===== config.mk =====
export PLATFORM = sky130hd
export DESIGN_NAME = random_lfsr
export DESIGN_NICKNAME = d
export VERILOG_FILES = /design/src/rtl/rand_pkg.sv /design/src/rtl/lfsr_core.sv /design/src/rtl/random_lfsr.sv
export SDC_FILE = /design/constraint.sdc
export NUM_CORES = 1
export LEC_CHECK = 0
export BUFFER_PORTS_ARGS = -buffer_cell sky130_fd_sc_hd__buf_2
export CELL_PAD_IN_SITES_DETAIL_PLACEMENT = 1
export CELL_PAD_IN_SITES_GLOBAL_PLACEMENT = 2
export CORE_MARGIN = 5
export CORE_UTILIZATION = 35
export CTS_CLUSTER_SIZE = 10
export DETAILED_ROUTE_END_ITERATION = 8
export PLACE_DENSITY_LB_ADDON = 0.1
export SYNTH_ARGS = -nofsm -noshare
export SYNTH_HDL_FRONTEND = slang
export SYNTH_SLANG_ARGS = --single-unit

===== constraint.sdc =====
create_clock -name clk -period 4.3 [get_ports clk]
set_clock_uncertainty 0.05 [all_clocks]
set_input_delay 0.645 -clock clk [delete_from_list [all_inputs] [get_ports clk]]
set_output_delay 0.645 -clock clk [all_outputs]
set_load 0.005 [all_outputs]

===== src/rtl/rand_pkg.sv =====
// Shared types and defaults for the pseudo-random sources used by game logic.
package rand_pkg;

    typedef enum logic {
        IDLE = 1'b0,
        DRAW = 1'b1
    } state_e;

    // Known-good feedback masks for the common state widths
    localparam logic [7:0]  TAPS_W8  = 8'h1D;
    localparam logic [15:0] TAPS_W16 = 16'h002D;
    localparam logic [31:0] TAPS_W32 = 32'h0000_0057;

    localparam logic [15:0] DEFAULT_SEED = 16'hACE1;

    function automatic logic [31:0] default_taps(input int unsigned width);
        case (width)
            32'd8:   default_taps = {24'h00_0000, TAPS_W8};
            32'd16:  default_taps = {16'h0000, TAPS_W16};
            32'd32:  default_taps = TAPS_W32;
            default: default_taps = {16'h0000, TAPS_W16};
        endcase
    endfunction

endpackage


===== src/rtl/lfsr_core.sv =====
// Fibonacci LFSR with a loadable seed; an all-zero load is replaced by SEED
// because the zero state would lock the register.
module lfsr_core #(
    parameter int unsigned        LFSR_W = 16,
    parameter logic [LFSR_W-1:0]  TAPS   = 16'h002D,
    parameter logic [LFSR_W-1:0]  SEED   = 16'hACE1
) (
    input  logic              clk,
    input  logic              rst,
    input  logic              step,
    input  logic              load,
    input  logic [LFSR_W-1:0] seed_in,
    output logic [LFSR_W-1:0] q
);

    logic [LFSR_W-1:0] lfsr_q;
    logic [LFSR_W-1:0] lfsr_d;

    // Load wins over step, step wins over hold
    always_comb begin
        lfsr_d = lfsr_q;
        if (load) begin
            if (seed_in == '0) begin
                lfsr_d = SEED;
            end else begin
                lfsr_d = seed_in;
            end
        end else if (step) begin
            lfsr_d = {^(lfsr_q & TAPS), lfsr_q[LFSR_W-1:1]};
        end else begin
            lfsr_d = lfsr_q;
        end
    end

    always_ff @(posedge clk or posedge rst) begin
        if (rst) begin
            lfsr_q <= SEED;
        end else begin
            lfsr_q <= lfsr_d;
        end
    end

    assign q = lfsr_q;

endmodule


===== src/rtl/random_lfsr.sv =====
// Pseudo-random source: free-running tap plus a req/valid draw bounded to
// [0, limit) by rejection sampling, with a zero fallback after MAX_TRIES rejects.
module random_lfsr
    import rand_pkg::*;
#(
    parameter int unsigned       LFSR_W    = 16,
    parameter int unsigned       OUT_W     = 2,
    parameter logic [LFSR_W-1:0] TAPS      = 16'h002D,
    parameter logic [LFSR_W-1:0] SEED      = 16'hACE1,
    parameter int unsigned       MAX_TRIES = 8
) (
    input  logic              clk,
    input  logic              rst,
    input  logic              en,
    input  logic              seed_load,
    input  logic [LFSR_W-1:0] seed_in,
    input  logic              req,
    input  logic [OUT_W-1:0]  limit,
    output logic [OUT_W-1:0]  rand_out,
    output logic              valid,
    output logic              busy,
    output logic [OUT_W-1:0]  free_rand
);

    localparam int unsigned TRY_W = $clog2(MAX_TRIES) + 1;
    localparam logic [TRY_W-1:0] LAST_TRY = TRY_W'(MAX_TRIES - 1);

    state_e             state_q, state_d;
    logic [TRY_W-1:0]   try_q, try_d;
    logic [OUT_W-1:0]   limit_q, limit_d;
    logic [OUT_W-1:0]   rand_q, rand_d;
    logic               valid_q, valid_d;
    logic               busy_q;
    logic [LFSR_W-1:0]  lfsr_s;
    logic [OUT_W-1:0]   cand_s;
    logic               step_s;

    assign step_s = ((state_q == IDLE) && en) || (state_q == DRAW);
    assign cand_s = lfsr_s[OUT_W-1:0];

    lfsr_core #(
        .LFSR_W (LFSR_W),
        .TAPS   (TAPS),
        .SEED   (SEED)
    ) u_core (
        .clk     (clk),
        .rst     (rst),
        .step    (step_s),
        .load    (seed_load),
        .seed_in (seed_in),
        .q       (lfsr_s)
    );

    generate
        if (LFSR_W > OUT_W) begin : g_unused
            logic unused_hi_s;
            assign unused_hi_s = ^lfsr_s[LFSR_W-1:OUT_W];
        end
    endgenerate

    // Draw FSM: the candidate is the current register value, so each DRAW cycle tests one LFSR state
    always_comb begin
        state_d = state_q;
        try_d   = try_q;
        limit_d = limit_q;
        rand_d  = rand_q;
        valid_d = 1'b0;
        case (state_q)
            IDLE: begin
                if (req) begin
                    limit_d = limit;
                    try_d   = '0;
                    state_d = DRAW;
                end else begin
                    state_d = IDLE;
                end
            end
            DRAW: begin
                if ((limit_q == '0) || (cand_s < limit_q)) begin
                    rand_d  = cand_s;
                    valid_d = 1'b1;
                    state_d = IDLE;
                end else if (try_q == LAST_TRY) begin
                    rand_d  = '0;
                    valid_d = 1'b1;
                    state_d = IDLE;
                end else begin
                    try_d   = try_q + TRY_W'(1);
                end
            end
            default: begin
                state_d = IDLE;
            end
        endcase
    end

    always_ff @(posedge clk or posedge rst) begin
        if (rst) begin
            state_q <= IDLE;
            try_q   <= '0;
            limit_q <= '0;
            rand_q  <= '0;
            valid_q <= 1'b0;
            busy_q  <= 1'b0;
        end else begin
            state_q <= state_d;
            try_q   <= try_d;
            limit_q <= limit_d;
            rand_q  <= rand_d;
            valid_q <= valid_d;
            busy_q  <= (state_d != IDLE);
        end
    end

    assign rand_out  = rand_q;
    assign valid     = valid_q;
    assign busy      = busy_q;
    assign free_rand = lfsr_s[OUT_W-1:0];

endmodule


==> reports/qor.csv, run 1 <==
metric,value,unit
worst_pin_slew,0.978,ns
postSynthCellCount,124,
root_buffer,clkbuf_8,
synth_top_family_by_area,compound AO/OA/AOI/OAI gates,
row_count,22,
post_cts_resized,0,
viasPerCell,4.99,
power_density,539,nW/µm²
dp_hpwl,2140,µm
cp-end-kind,flip-flop,
path_buf_inv,1,
synth_fa_ha_area_share,1.94,%
setup_slack,2.24,ns
drive_above_1_share,32.9,%
synth_compound_area_share,16.2,%
slowest_stage,o41ai_4,
syn_nets,149,
crit_chain,buf_2 -> or4_4 -> o41ai_4 -> o22ai_1 -> o21ai_1,
yosysUniqueCellTypes,27,
ys_ff_latch,26,
crit_arrival,2.21,ns
worstSetupStartpointType,input pin,
fin_crit_sh,48.0,%
syn_area_per_cell,10.4,µm²
ys_seq_area_share,51.3,%
holdPathEnd,u_core.q[7],
min_from,u_core.q[7],
postCtsHoldBufs,0,
crit_fanout,8,
cts_max_level,1,
cts_tree,done,
period_minus_slack,2.06,ns
ys_warn_count,0,
irDropWorstVdd,0.176,mV
slew_viol_final,0,
synth-xor-area-share,2.72,%
fmax,485,MHz
io_pins,29,
gp_congestion,0.752,
final.setup.tns,0,ns
grt_pass1_vias,1062,
drcViolationCount,0,
reg2reg_depth,4,
grt_max_degree,33,
hold_class,reg -> reg,
critical_path_depth,5,
rsz0062_at_grt,false,
r2r_start,u_core.q[1],
die_h,70.7,µm
slew_headroom,34.7,%
clk_latency,0.26,ns
pre_cts_slack,1.96,ns
status,"finished, final reports clean",
r2r_setup_slack,2.56,ns
grt_pass1_wl,4930,µm
core_area,3610,µm²
cts_sinks,26,
finalHoldViolations,0,
cp_top_family,compound AO/OA/AOI/OAI gates,
synthTopCellsByArea,"dfrtp_1, dfstp_2, mux2i_1",
yosys.area.top_type,dfrtp_1,
via_count,983,
antenna_found_initial,0,
die-area,4990,µm²
cts_buffer_depth,2,
hold_path_depth,2,
antenna_left,0,
synthToLayoutAreaGrowth,17.9,%
setup_viol,0,
reg2reg_to,try_q[1],
post_cts.repair.setup_buffers,0,
start_util,35.7,%
maxCapViolations,0,
crit_required,4.45,ns
cts_buffers,3,
layout.nets,175,
first_pass_iters,4,
p_leak,0.000677,µW
wl_per_cell,14.5,µm
synth-simple-area-share,13.4,%
die_w,70.7,µm
routed_wl,2860,µm
nFillCells,414,
n_antenna_cell,0,
initialDrtViolationCount,24,
synthMuxAreaShare,10.3,%
critPathMaxStageDelay,0.58,ns
syn_area,1290,µm²
port_buffers,28,
synth_top_area_share,35.0,%
path_class,in -> reg,
clk_pin_slew,0.09,ns
grt_use_total,12.2,%
grt_overflow,0,
cells by family after synthesis:
group / after synthesis
adders and majority gates: 2
and+or+nand+nor: 35
buffers and inverters: 12
AOI/OAI and AO/OA: 32
muxes: 13
DFF: 26
xor gates and xnor gates: 4
through the flow:
stage / total power (µW) / utilization (%) / hold slack (ns) / cell area, µm² / instances
global placement: 664 / 40.6 / 0.404 / 1460 / 193
detailed placement: 674 / 40.6 / 0.409 / 1460 / 193
global route: 896 / 42.1 / 0.435 / 1520 / 197
floorplan: 589 / - / 0.395 / 1290 / 124
finish: 818 / 42.1 / 0.419 / 1520 / 197
CTS: 835 / 42.1 / 0.422 / 1520 / 197
per-layer routing:
metal | vias up | track usage [%] | routed length [µm]
li1 | 495 | - | -
met1 | 469 | 15.6 | 1310
met2 | 17 | 20.8 | 1410
met3 | 2 | 2.41 | 128
met4 | 0 | 3.76 | 19
met5 | - | 0 | 0
synth_stat cells:
cell	instances
a21oi_1	1
a32o_1	2
buf_4	2
clkbuf_1	6
dfrtp_1	18
dfstp_2	8
ha_1	2
inv_1	4
mux2_2	2
mux2i_1	11
nand2_1	21
nand2b_1	2
nand3_1	1
nand3b_1	1
nand4_1	1
nor2_1	1
nor3_1	3
o21ai_0	11
o21ai_1	8
o221a_2	1
o22ai_1	8
o41ai_4	1
or2_2	1
or4_1	2
or4_4	2
xnor2_1	2
xor2_1	2
worst reg2reg max path, cell delays in order, from the launching register on:
cell and delay, ns:
dfrtp_1 0.45, ha_1 0.31, a21oi_1 0.10, nor3_1 0.52, mux2i_1 0.25
cells in the final DEF (no fill, tap or decap), drive strengths merged, types with 2 or more instances in the layout:
master / count
dfstp: 8
ha: 2
nand2b: 2
dfrtp: 18
o21ai: 19
xor2: 2
o22ai: 8
mux2: 2
a32o: 2
inv: 4
or4: 4
buf: 29
clkbuf: 4
nand2: 21
mux2i: 11
xnor2: 2
nor3: 3
worst max-delay path by stage:
stage / from / end / slack [ns]
after CTS: seed_in[12] / u_core.q[13] / 2.23
after floorplan: seed_in[12] / u_core.q[10] / 2.24
final: seed_in[12] / u_core.q[13] / 2.24
after detailed placement: seed_in[12] / u_core.q[13] / 1.96
after global placement: seed_in[12] / u_core.q[13] / 1.98
after global routing: seed_in[4] / u_core.q[13] / 2.17
sequential cells by signal, indices dropped and copies added, names as in the netlist:
register	count
valid	1
u_core.q	16
limit_q	2
rand_out	2
try_q	4
busy	1
layout make-up:
class | count | area, µm² | area share, %
flip-flops and latches | 26 | 661 | 43.5
multi-input cells | 86 | 579 | 38.2
repair buffers | 29 | 148 | 9.73
well taps | 48 | 60.1 | 3.96
clock buffers | 4 | 55.1 | 3.63
inverters | 4 | 15.0 | 0.989
power by group:
group	switching [µW]	leakage [µW]	internal (µW)
logic	135	0.000342	123
clock network	73.3	0.0000288	81.7
registers	64.6	0.000306	341
total	272	0.000677	546
(Power assumes the default switching activity.)
==> run 2, diff against run 1 <==
Settings changed: ABC_AREA from default to 1, CORE_UTILIZATION 35 to 27.
Clock period 4.3 ns to 1.8 ns, I/O delays scaled along.
==> run 2 against run 1 <==
Against the previous run: the run now ends with negative hold slack left; cell count rose by 51%; sequential share of layout area down 5.4 points; wire length grew 39%; register-to-register slack got worse by 2.3 ns; synthesized area rose by 13%; via count grew 39%; synthesized cell count up 60%; setup slack lost 1.9 ns; first-iteration DRC count is 13% higher; combinational power rose to 3.0 times the previous value; non-clock buffer count up 2; largest cell class is now multi-input combinational cells.
==> reports/qor.csv, run 2 <==
metric,value,unit,change
status,finished with violations,,
violations,negative hold slack,,
r2r_start,try_q[0],,
post_cts.repair.setup_buffers,0,,unchanged
core_area,5170,µm²,+43%
layout.nets,253,,+45%
intPower,1400,µW,+160%
viasPerCell,4.59,,-8.1%
hold_class,in -> async,,
drive_above_1_share,22.5,%,-10 points
ys_ff_latch,26,,unchanged
final_cell_mix,"nand2_1, nor2_1, buf_2",,
fin_util,33.5,%,-8.6 points
n_antenna_cell,0,,unchanged
start_util,28.2,%,-7.5 points
cts_buffer_depth,2,,unchanged
synthToLayoutAreaGrowth,18.8,%,
post_cts_resized,0,,unchanged
first_pass_iters,4,,unchanged
crit_chain,ha_1 -> nand2_1 -> inv_1 -> nand2_1 -> nand4_1 -> nand3_1 -> nand2_1,,
cts_buffers,3,,unchanged
gp_congestion,0.740,,-1.5%
crit_fanout,5,,-3
hold_slack,-0.00505,ns,-0.424 ns
synth_top_area_share,30.9,%,-4.1 points
postCtsHoldBufs,0,,unchanged
row_count,26,,+18%
crit_required,1.92,ns,-2.53 ns
cts_max_level,1,,unchanged
yosysUniqueCellTypes,21,,-22%
clk_pin_slew,0.09,ns,about the same
cp-startpoint,try_q[0],,
clk_latency,0.27,ns,about the same
wl_per_cell,13.4,µm,-7.6%
switchingPower,814,µW,+200%
final_common_cell,nand2_1,,
maxCapViolations,0,,unchanged
grt_max_degree,27,,-18%
final_cells,297,,+51%
dpl.cell_count,293,,+52%
slowest_stage,dfrtp_1,,
combPwrFrac,34.5,%,+3.0 points
syn_area,1460,µm²,+13%
p_sw_share,36.8,%,+3.5 points
fmax,670,MHz,
p_leak,0.000894,µW,+32%
via_count,1362,,+39%
dp_hpwl,3110,µm,+46%
synthTopCellsByCount,"nand2_1, nor2_1, dfrtp_1",,
power_density,1280,nW/µm²,+140%
grt_use_total,11.8,%,-0.38 points
port_buffers,28,,unchanged
die-area,6970,µm²,+40%
slew_viol_final,0,,unchanged
clkPwrFrac,22.3,%,+3.4 points
cts_tree,done,,
synth.most_common_cell,nand2_1,,
initialDrtViolationCount,27,,+13%
die_w,83.5,µm,+18%
yosys.area.top_type,dfrtp_1,,
path_class,reg -> reg,,
fin_crit_sh,82.9,%,
synth_edf_count,0,,unchanged
period_minus_slack,1.49,ns,
ys_seq_area_share,45.3,%,-6.0 points
seqPwrFrac,43.2,%,-6.3 points
synth_ff_type,dfrtp_1,,
io_pins,29,,unchanged
irDropWorstVdd,0.397,mV,+130%
routed_wl,3980,µm,+39%
antenna_found_initial,0,,unchanged
crit_arrival,1.61,ns,-0.60 ns
crit_top_cell,nand2_1,,
slew_headroom,57.9,%,+23 points
nFillCells,658,,+59%
worstSetupStartpointType,flip-flop,,
grt_overflow,0,,unchanged
syn_nets,224,,+50%
postSynthCellCount,199,,+60%
cp_top_family,simple AND/OR/NAND/NOR gates,,
syn_area_per_cell,7.32,µm²,-29%
final.setup.tns,0,ns,unchanged
drcViolationCount,0,,unchanged
finalHoldViolations,7,,+7
critPathMaxStageDelay,0.44,ns,-0.14 ns
antenna_left,0,,unchanged
cp-end-kind,flip-flop,,
root_buffer,clkbuf_8,,
rsz0062_at_grt,false,,
async_reset_ff_share,100,%,unchanged
grt_pass1_vias,1431,,+35%
ys_warn_count,0,,unchanged
grt_pass1_wl,6800,µm,+38%
worst_pin_slew,0.630,ns,-0.348 ns
setup_viol,0,,unchanged
die_h,83.5,µm,+18%
cts_sinks,26,,unchanged
largest_reg_flops,16,,unchanged
synthTopCellsByArea,"dfrtp_1, nand2_1, dfstp_2",,
path_buf_inv,1,,unchanged
[run 2: cell types whose count changed after synthesis, moves of 8 or more]
cell     before  now
nand2_1      21   70
o21ai_1       8    0
nor2_1        1   32
o22ai_1       8    0
mux2i_1      11    0
nand3_1       1   11
inv_1         4   17
a21oi_1       1   16
[run 2: final timing paths]
path	slack (ns)	cells past startpoint	end
worst min-delay path	-0.005	3	try_q[2]
worst max register to register	0.31	7	try_q[3]
worst min register to register	0.42	2	u_core.q[7]
worst max-delay path	0.31	7	try_q[3]
min in group clk	0.19	3	u_core.q[9]
max in group asynchronous	1.40	3	u_core.q[5]
[run 2: cell families after synthesis]
group / count (synthesis) / share of synthesized area (%)
AO/OA/AOI/OAI: 25 / 10.5
multiplexers: 1 / 0.772
AND/OR/NAND/NOR: 121 / 34.1
adder cells (fa/ha/maj): 2 / 1.72
buffers and inverters: 24 / 7.64
flip-flops: 26 / 45.3
[run 2: layout make-up]
class                   instances  area [µm²]  share of cell area, %
inverters                      17        63.8                   3.68
clock inverters                 1        30.0                   1.73
clock buffers                   3        41.3                   2.38
multi-input cells             149         686                   39.6
repair buffers                 31         163                   9.39
well taps                      70        87.6                   5.06
flip-flops and latches         26         661                   38.2
[run 2: worst reg2reg max path: stages (launching register included)]
cell     delay, ns
dfrtp_1       0.44
ha_1          0.23
nand2_1       0.07
inv_1         0.05
nand2_1       0.10
nand4_1       0.24
nand3_1       0.16
nand2_1       0.07
[run 2: per-stage QoR]
stage | hold WS [ns] | power [µW] | cell area (µm²) | setup slack [ns]
after floorplan | 0.254 | 1490 | 1460 | 0.530
final | -0.00505 | 2220 | 1730 | 0.308
after CTS | 0.00481 | 2260 | 1730 | 0.320
after global placement | 0.299 | 1720 | 1660 | 0.364
after global routing | 0.0414 | 2420 | 1730 | 0.192
after detailed placement | 0.306 | 1760 | 1660 | 0.316
[run 2: layer usage]
layer,track usage (%),share of wire [%],up-vias
li1,-,-,688
met1,15.4,49,651
met2,20.2,48,19
met3,1.88,2.6,4
met4,3.51,0.95,0
met5,0,0,-
[run 2: power by group through the flow]
stage | logic, µW | clock network, µW | registers [µW]
after global placement | 754 | 0 | 965
after global routing | 889 | 539 | 989
after detailed placement | 784 | 0 | 971
final | 764 | 494 | 958
after floorplan | 551 | 0 | 939
after CTS | 789 | 510 | 961
==> run 3, diff against run 2 <==
Settings changed: ABC_AREA 1 to 0, CORE_UTILIZATION 27 to 33.
Clock period 1.8 ns to 1.4 ns, I/O delays scaled along.
==> run 3 against run 2 <==
Against the previous run: the run ends with negative setup slack left; combinational power increased by 52%; sequential power increased by 29%; global-route usage grew 1.6 points; design area up 4.6%; clock power is 2% lower; cell count is 24% lower; critical path depth is 1 lower; wire length down 16%; setup slack got worse by 0.39 ns; die area down 25%; via count decreased by 19%.
==> reports/qor.csv, run 3 (same netlist as run 1, synthesis figures left out) <==
metric,value,unit,change
multi_input_area,642,µm²,-6.4%
rsz0062_at_grt,true,,
cp-end-kind,flip-flop,,
final.setup.tns,-0.531,ns,-0.531 ns
status,finished with violations,,
reg2reg_depth,4,,-3
r2r_start,u_core.q[0],,
fin_crit_sh,106,%,
period_minus_slack,1.49,ns,
crit_required,1.55,ns,-0.37 ns
irDropWorstVdd,0.690,mV,+74%
routed_wl,3350,µm,-16%
dpl.cell_count,218,,-26%
final_cell_mix,"buf_4, buf_2, nand2_1",,
cts_buffers,3,,unchanged
slew_viol_final,0,,unchanged
cts_tree,done,,
p_total,2880,µW,+30%
die-area,5250,µm²,-25%
crit_end,u_core.q[6],,
antenna_found_initial,0,,unchanged
crit_arrival,1.64,ns,+0.03 ns
first_pass_iters,4,,unchanged
dp_hpwl,2540,µm,-19%
path_class,in -> reg,,
p_leak,0.000828,µW,-7.4%
final_common_cell,buf_4,,
drive_above_1_share,48.0,%,+26 points
clkPwrFrac,16.8,%,-5.5 points
p_sw_share,33.5,%,-3.3 points
slew_headroom,76.9,%,+19 points
switchingPower,963,µW,+18%
viasPerCell,4.90,,+6.8%
worst_pin_slew,0.346,ns,-0.284 ns
setup_viol,9,,+9
antenna_left,0,,unchanged
cts_sinks,26,,unchanged
wl_per_cell,14.9,µm,+11%
via_count,1102,,-19%
violations,negative setup slack,,
core_area,3720,µm²,-28%
cts_max_level,1,,unchanged
grt_use_total,13.4,%,+1.6 points
layout.nets,203,,-20%
combPwrFrac,40.1,%,+5.6 points
cp-startpoint,seed_in[12],,
r2r_setup_slack,-0.05,ns,-0.36 ns
initialDrtViolationCount,16,,-41%
die_h,72.5,µm,-13%
grt_pass1_vias,1162,,-19%
worstSetupStartpointType,input pin,,
io_pins,29,,unchanged
n_antenna_cell,0,,unchanged
drcViolationCount,0,,unchanged
intPower,1920,µW,+37%
grt_overflow,0,,unchanged
pre_cts_slack,-0.392,ns,-0.709 ns
start_util,34.6,%,+6.5 points
clk_latency,0.27,ns,about the same
root_buffer,clkbuf_8,,
gp_congestion,0.746,,+0.77%
seqPwrFrac,43.1,%,about the same
synthToLayoutAreaGrowth,40.7,%,
grt_max_degree,27,,unchanged
final_cells,225,,-24%
clk_pin_slew,0.09,ns,about the same
reg2reg_to,try_q[2],,
row_count,22,,-15%
crit_fanout,5,,unchanged
power_density,1590,nW/µm²,+24%
grt_pass1_wl,5570,µm,-18%
final-seq-area,661,µm²,unchanged
nFillCells,428,,-35%
hold_class,in -> reg,,
fmax,673,MHz,
fin_util,48.8,%,+15 points
cts_buffer_depth,2,,unchanged
maxCapViolations,0,,unchanged
finalHoldViolations,0,,-7
largest_reg_flops,16,,unchanged
setup_slack,-0.0861,ns,-0.394 ns
port_buffers,28,,unchanged
die_w,72.5,µm,-13%
==> run 3: changes by cell type in the layout (fill, tap and decap cells not counted), moves of 11 or more <==
cell,delta
nor2_1,-31
nand2_1,-49
buf_4,+25
a21oi_1,-16
mux2i_1,+11
inv_1,-14
==> run 3: repair_timing <==
item                       CTS  global route
gates resized for setup      5             5
pin swaps                    4             2
setup endpoints to repair   14            14
hold endpoints to repair    18             0
buffers inserted             0             2
hold buffers                 1             0
==> run 3: area by class of cell <==
type,count,area share (%)
clock buffers,4,3.04
inverters,4,0.829
multi-input cells,86,35.4
flip-flops and latches,26,36.5
well taps,48,3.31
repair buffers,57,20.9
==> run 3: worst min-delay path by stage <==
stage / start / end / slack (ns) / cells after the start
2_1_floorplan: rst / busy / 0.19 / 1
3_3_place_gp: rst / rand_out[1] / 0.23 / 3
3_5_place_dp: rst / u_core.q[8] / 0.24 / 3
4_1_cts: limit[1] / limit_q[1] / 0.12 / 2
5_1_grt: limit[1] / limit_q[1] / 0.12 / 2
6_report: limit[1] / limit_q[1] / 0.13 / 2
==> run 3: routing by layer <==
metal  vias to the layer above  global-route usage, %  share of wire, %
li1                        550                      -                 -
met1                       524                   19.8                49
met2                        26                   20.0                44
met3                         2                   2.49               6.1
met4                         0                   3.69              0.54
met5                         -                      0                 0
==> run 3: stage by stage <==
stage | hold WS [ns] | area [µm²]
final | 0.130 | 1810
after global placement | 0.235 | 1670
after detailed placement | 0.244 | 1670
after CTS | 0.125 | 1780
after floorplan | 0.194 | 1310
after global routing | 0.119 | 1810
==> run 3: power by group through the flow <==
stage	combinational (µW)	clock, µW	sequential (µW)
global placement	1010	0	1230
finish	1160	483	1240
floorplan	658	0	1210
detailed placement	1050	0	1250
CTS	1140	504	1240
global route	1280	540	1280
==> run 3: critical path: stages <==
cell	delay, ns
buf_6	0.10
or4_4	0.54
o41ai_4	0.38
buf_4	0.20
o22ai_1	0.07
o21ai_1	0.13
